==> config.mk <==
export PLATFORM = sky130hd
export DESIGN_NAME = wide_add_sequencer
export DESIGN_NICKNAME = d
export VERILOG_FILES = /design/src/rtl/wide_add_sequencer.sv
export SDC_FILE = /design/constraint.sdc
export NUM_CORES = 1
export LEC_CHECK = 0
export BUFFER_PORTS_ARGS = -buffer_cell sky130_fd_sc_hd__buf_2
export CAP_MARGIN = 10
export CORE_AREA = 2 2 379 381
export CTS_CLUSTER_DIAMETER = 100
export DETAILED_ROUTE_END_ITERATION = 10
export DIE_AREA = 0 0 381 383
export GPL_TIMING_DRIVEN = 0
export SETUP_SLACK_MARGIN = 0.15
export SYNTH_ARGS = -nofsm -noshare
export SYNTH_HDL_FRONTEND = slang
export SYNTH_SLANG_ARGS = --single-unit
==> constraint.sdc <==
create_clock -name clk -period 6 [get_ports clk]
set_clock_uncertainty 0.1 [all_clocks]
set_input_delay 0.3 -clock clk [delete_from_list [all_inputs] [get_ports clk]]
set_output_delay 0.3 -clock clk [all_outputs]
set_load 0.02 [all_outputs]
==> src/rtl/wide_add_sequencer.sv <==
// Multi-precision adder controller: walks one shared ADD_W-bit adder over DATA_W/ADD_W words, LSW first.
// Optional subtract mode (adds in_sub) is enabled by defining WIDE_ADD_SUB_EN.
module wide_add_sequencer #(
    parameter int DATA_W = 256,
    parameter int ADD_W  = 64
) (
    input  logic              clk,
    input  logic              rst_n,
    input  logic              in_valid,
    output logic              in_ready,
    input  logic [DATA_W-1:0] in_a,
    input  logic [DATA_W-1:0] in_b,
    input  logic              in_cin,
`ifdef WIDE_ADD_SUB_EN
    input  logic              in_sub,
`endif
    output logic              out_valid,
    input  logic              out_ready,
    output logic [DATA_W-1:0] out_sum,
    output logic              out_cout,
    output logic              busy,
    output logic [ADD_W-1:0]  add_a,
    output logic [ADD_W-1:0]  add_b,
    output logic              add_cin,
    input  logic [ADD_W-1:0]  add_sum,
    input  logic              add_cout
);

    localparam int NWORDS = DATA_W / ADD_W;
    localparam int CNT_W  = (NWORDS > 1) ? $clog2(NWORDS) : 1;
    localparam logic [CNT_W-1:0] LAST_WORD = CNT_W'(NWORDS - 1);

    typedef enum logic [1:0] {
        IDLE = 2'd0,
        RUN  = 2'd1,
        DONE = 2'd2
    } state_t;

    state_t            state_q;
    logic [CNT_W-1:0]  cnt_q;
    logic              carry_q;
    logic              sub_q;
    logic [DATA_W-1:0] a_q;
    logic [DATA_W-1:0] b_q;
    logic [DATA_W-1:0] sum_q;
    logic              cout_q;
    logic              in_ready_q;
    logic              out_valid_q;
    logic              busy_q;
    logic              sub_d;
    logic              carry_d;

`ifdef WIDE_ADD_SUB_EN
    assign sub_d = in_sub;
`else
    assign sub_d = 1'b0;
`endif

    // Subtraction is A + ~B + 1, so the initial carry is forced high and in_cin is dropped.
    assign carry_d = sub_d ? 1'b1 : in_cin;

    // Handshakes: a transfer happens on a rising edge where valid && ready are both high.
    // in_ready is high only in IDLE; out_valid is high only in DONE and holds until out_ready.
    assign in_ready  = in_ready_q;
    assign out_valid = out_valid_q;
    assign busy      = busy_q;
    assign out_sum   = sum_q;
    assign out_cout  = cout_q;

    always_comb begin
        add_a   = '0;
        add_b   = '0;
        add_cin = 1'b0;
        if (state_q == RUN) begin
            add_a   = a_q[int'(cnt_q) * ADD_W +: ADD_W];
            add_b   = b_q[int'(cnt_q) * ADD_W +: ADD_W] ^ {ADD_W{sub_q}};
            add_cin = carry_q;
        end
    end

    always_ff @(posedge clk or negedge rst_n) begin
        if (!rst_n) begin
            state_q     <= IDLE;
            cnt_q       <= '0;
            carry_q     <= 1'b0;
            sub_q       <= 1'b0;
            a_q         <= '0;
            b_q         <= '0;
            sum_q       <= '0;
            cout_q      <= 1'b0;
            in_ready_q  <= 1'b1;
            out_valid_q <= 1'b0;
            busy_q      <= 1'b0;
        end else begin
            case (state_q)
                IDLE: begin
                    if (in_valid && in_ready_q) begin
                        a_q        <= in_a;
                        b_q        <= in_b;
                        sub_q      <= sub_d;
                        carry_q    <= carry_d;
                        cnt_q      <= '0;
                        state_q    <= RUN;
                        in_ready_q <= 1'b0;
                        busy_q     <= 1'b1;
                    end
                end
                RUN: begin
                    sum_q[int'(cnt_q) * ADD_W +: ADD_W] <= add_sum;
                    carry_q <= add_cout;
                    if (cnt_q == LAST_WORD) begin
                        cout_q      <= add_cout;
                        state_q     <= DONE;
                        out_valid_q <= 1'b1;
                    end else begin
                        cnt_q <= cnt_q + 1'b1;
                    end
                end
                DONE: begin
                    // Result registers are left untouched after the handshake.
                    if (out_ready) begin
                        state_q     <= IDLE;
                        out_valid_q <= 1'b0;
                        busy_q      <= 1'b0;
                        in_ready_q  <= 1'b1;
                    end
                end
                default: begin
                    state_q     <= IDLE;
                    out_valid_q <= 1'b0;
                    busy_q      <= 1'b0;
                    in_ready_q  <= 1'b1;
                end
            endcase
        end
    end

endmodule

==> summary.md <==
| Metric | Value |
|---|---|
| Wire length of the first global-routing pass | `225.3 mm` |
| Number of clock sinks seen by CTS | `777` |
| Vias per Instance | `4.617` |
| Result of the run | `complete, no violations` |
| Highest cell delay on the worst timing path | `850 ps` |
| Grt met3 use | `0.04791` |
| Final setup fails | `0` |
| Max H-tree Level | `3` |
| Peak-usage layer in the global routing report | `met2` |
| CTS Buffer Depth | `3` |
| Final worst path period share | `0.7207` |
| Register clock-pin slew on the reported worst setup and hold paths | `60 ps` |
| Worst slew margin relative to its limit | `0.1989` |
| Post-Synth Simple-Gate Area | `0.2084` |
| I/O pin count | `971` |
| Most used standard cell by instance count after synthesis | `sky130_fd_sc_hd__nand2_1` |
| Detailed Place HPWL | `114.4 mm` |
| Kind of launch point of the worst setup path | `register` |
| Slowest cell on the critical path | `sky130_fd_sc_hd__buf_1` |
| Count of buffers from port buffering | `970` |
| Sequential element share of the synthesized area | `0.5971` |
| Routability congestion estimate from global placement | `0.9041` |
| Number of cells produced by synthesis | `3,083` |
| Maximum number of pins on one net before global-route repair | `121` |
| Synth cell count leaders | `1,544 x sky130_fd_sc_hd__nand2_1, 776 x sky130_fd_sc_hd__dfrtp_1, 256 x sky130_fd_sc_hd__a22o_1` |
| Count of unique library cells instantiated by Yosys | `35` |
| CTS tree | `yes` |
| Leakage power figure | `25.82 nW` |
| Area taken by multi-input logic gates | `0.01205 mm^2` |
| Fin crit period | `4324 ps` |
| Routed Wire Length | `157.7 mm` |
| DRT iter0 DRCs | `2,185` |
| Cell chosen for the clock root | `sky130_fd_sc_hd__clkbuf_16` |
| Total die area | `0.1459 mm^2` |
| Clock network latency to the later pin of the worst-skew pair | `700 ps` |
| Count of antenna-violating nets left after detailed routing | `0` |
| Setup Fix Bufs, Post-CTS | `0` |
| Storage element area | `0.01944 mm^2` |
| Total overflow reported by the global router | `0` |
| IR Drop Worst-Case VDD | `0.0003075 V` |
| Area fraction of the dominant cell type after synthesis | `0.5963` |
| Area share of xor/xnor cells in the synthesized design | `0` |
| Number of register bits inferred by synthesis | `777` |
| Count of fill cells added during filler insertion | `14,218` |
| Global routing usage summed across all routing layers | `0.2118` |
| Critical Path AT | `4860 ps` |
| Endpoint kind of the worst setup timing path | `register` |
| First-pass iteration count of the detailed router | `5` |
| Number of antenna violations at the first check in global routing | `17` |
| Number of global-route vias before repair | `33,192` |
| Cell area after synthesis | `0.03257 mm^2` |
| CTS Buf Count | `92` |
| Fin worst setup slack | `1676 ps` |
| Remaining DRCs | `0` |
| Largest fanout of any net on the critical path | `10` |
| Power density of the placed cells | `464.4 mW/mm^2` |
| Post-synth top area cell | `sky130_fd_sc_hd__dfrtp_1` |
| Proportion of register bits with asynchronous set or reset after synthesis | `1.000` |
| Maximum capacitance violations | `0` |
| PostCTS Resize Cnt | `0` |
| Mean Syn Cell Area | `10.56 um^2` |
| Minimum setup slack after placement | `1501 ps` |
| Total core area | `0.1423 mm^2` |
| Post-synthesis compound-gate area fraction | `0.07054` |
| Die Span X | `381 um` |
| Adder and majority gate portion of the synthesized area | `0.002305` |
| Wire length per cell after detailed routing | `23.44 um` |
| Area growth from synthesis to final layout | `50.90%` |
| Crit-path most repeated cell | `sky130_fd_sc_hd__buf_2` |
| Final hold vios | `0` |
| Synth Net Count | `3,671` |
| Worst min-delay path class | `input pin to register` |
| Dominant combinational cell family by area after synthesis | `simple AND/OR/NAND/NOR gates` |
| Slew Viols, Final | `0` |
| Die height | `383 um` |
| Initial core utilization | `0.2289` |
| Fraction of final layout cells sized beyond drive strength 1 | `0.2901` |
| Number of enable-type register cells in the synthesized netlist | `0` |
| Number of nets in the layout | `5,324` |
| Maximum clock rate | `231.3 MHz` |
| Category of the most critical setup path | `register to register` |
| Count of synthesis-stage warnings from yosys | `0` |
| Rows | `139` |
| Met2 track utilization from global routing | `0.3582` |
| TNS Setup | `0 ps` |
| Data required, critical path | `6540 ps` |
| Critical path, cell by cell | `buf_2 > buf_1 > inv_1 > ha_1 > nand4bb_1 > nor2_2 > buf_2 > a22o_1` |
| Worst-Margin Slew | `1202 ps` |
| Leading cell types by total area after synthesis | `sky130_fd_sc_hd__dfrtp_1 60%, sky130_fd_sc_hd__nand2_1 18%, sky130_fd_sc_hd__mux4_2 8.9%, sky130_fd_sc_hd__a22o_1 6.9%, sky130_fd_sc_hd__and2_1 2.5%` |
| Multiplexer share of the synthesized area | `0.08887` |
| Most used flip-flop cell after synthesis | `sky130_fd_sc_hd__dfrtp_1` |
| Via count | `31,056` |
| Setup repair after global routing missed its margin | `no` |
| Met1 global-route usage | `0.2502` |
==> power breakdown <==
part | internal (mW) | total [mW] | switching (mW)
Sequential | 7.65 | 9.11 | 1.45
Clock | 3.49 | 6.00 | 2.51
Combinational | 3.51 | 7.72 | 4.21
==> what timing repair did <==
item                                   CTS  global route
setup endpoints to repair                0             0
endpoints found under the hold margin  875             0
hold buffers                           581             0
==> stage by stage <==
step,utilization,total power [mW],instance area [um^2],std cells,hold slack (ps)
2_1_floorplan,-,13.55,32570,3083,-95.59
3_3_place_gp,0.2798,16.37,39800,5956,353.2
3_5_place_dp,0.2812,16.57,40010,5964,356.9
4_1_cts,0.3452,22.99,49110,6715,41.85
5_1_grt,0.3453,24.12,49120,6719,31.21
6_report,0.3454,22.82,49140,6727,63.75
==> layer usage <==
metal | share of wire | wire length [um]
met3 | 0.069 | 10860
met4 | 0.058 | 9191
met5 | 0.00017 | 27
met1 | 0.39 | 61280
met2 | 0.48 | 76340
==> critical path: cells and delay by family, from the launching register on <==
family,cells,cell delay [ps]
DFF,1,530
adders and majority gates,1,390
AOI/OAI and AO/OA,1,190
and+or+nand+nor,2,990
buffers and inverters,4,2050
==> area by class of cell <==
type                            instances  area share
Tap cell                             1903     0.04845
Antenna cell                           12   0.0006111
Buffer                                209     0.02144
Multi-Input combinational cell       2093      0.2453
Timing Repair Buffer                 1559      0.2213
Inverter                                4   0.0003055
Sequential cell                       777      0.3957
Clock buffer                          128     0.05469
Clock inverter                         42     0.01222
==> worst paths after layout <==
check	from	endpoint	slack [ps]	cells past startpoint
min in group asynchronous	rst_n	out_sum[29]	230	2
worst max register to register	cnt_q[1]	out_sum[8]	1680	8
worst min register to register	a_q[227]	a_q[227]	370	2
worst min-delay path	in_b[63]	b_q[63]	60	3
max in group asynchronous	rst_n	a_q[24]	3110	5
worst max-delay path	cnt_q[1]	out_sum[8]	1680	8
==> sequential cells by signal, summed over array words and instances (netlist names) <==
signal     cells
a_q          256
b_q          256
busy           1
carry_q        1
cnt_q          2
in_ready       1
out_cout       1
out_sum      256
out_valid      1
state_q        2
==> kinds of logic after synthesis <==
logic type / Yosys count
buffers and inverters: 213
and+or+nand+nor: 1693
DFF: 777
adders and majority gates: 6
AOI/OAI and AO/OA: 265
muxes: 129
==> placed cells by master (no fill, tap or decap), types with 4 or more instances in the layout <==
cell type,count
sky130_fd_sc_hd__buf_16,6
sky130_fd_sc_hd__a22o_1,256
sky130_fd_sc_hd__buf_1,15
sky130_fd_sc_hd__clkbuf_8,25
sky130_fd_sc_hd__clkinv_16,6
sky130_fd_sc_hd__clkbuf_16,92
sky130_fd_sc_hd__clkbuf_1,82
sky130_fd_sc_hd__dfrtp_1,776
sky130_fd_sc_hd__bufinv_16,7
sky130_fd_sc_hd__mux4_2,128
sky130_fd_sc_hd__buf_4,6
sky130_fd_sc_hd__clkinv_2,16
sky130_fd_sc_hd__inv_8,5
sky130_fd_sc_hd__nand2_1,1544
sky130_fd_sc_hd__diode_2,12
sky130_fd_sc_hd__o21ai_0,4
sky130_fd_sc_hd__buf_6,16
sky130_fd_sc_hd__buf_2,1069
sky130_fd_sc_hd__ha_1,6
sky130_fd_sc_hd__and2_1,129
sky130_fd_sc_hd__dlygate4sd3_1,581
No activity file was read; power rests on OpenSTA's default activity.
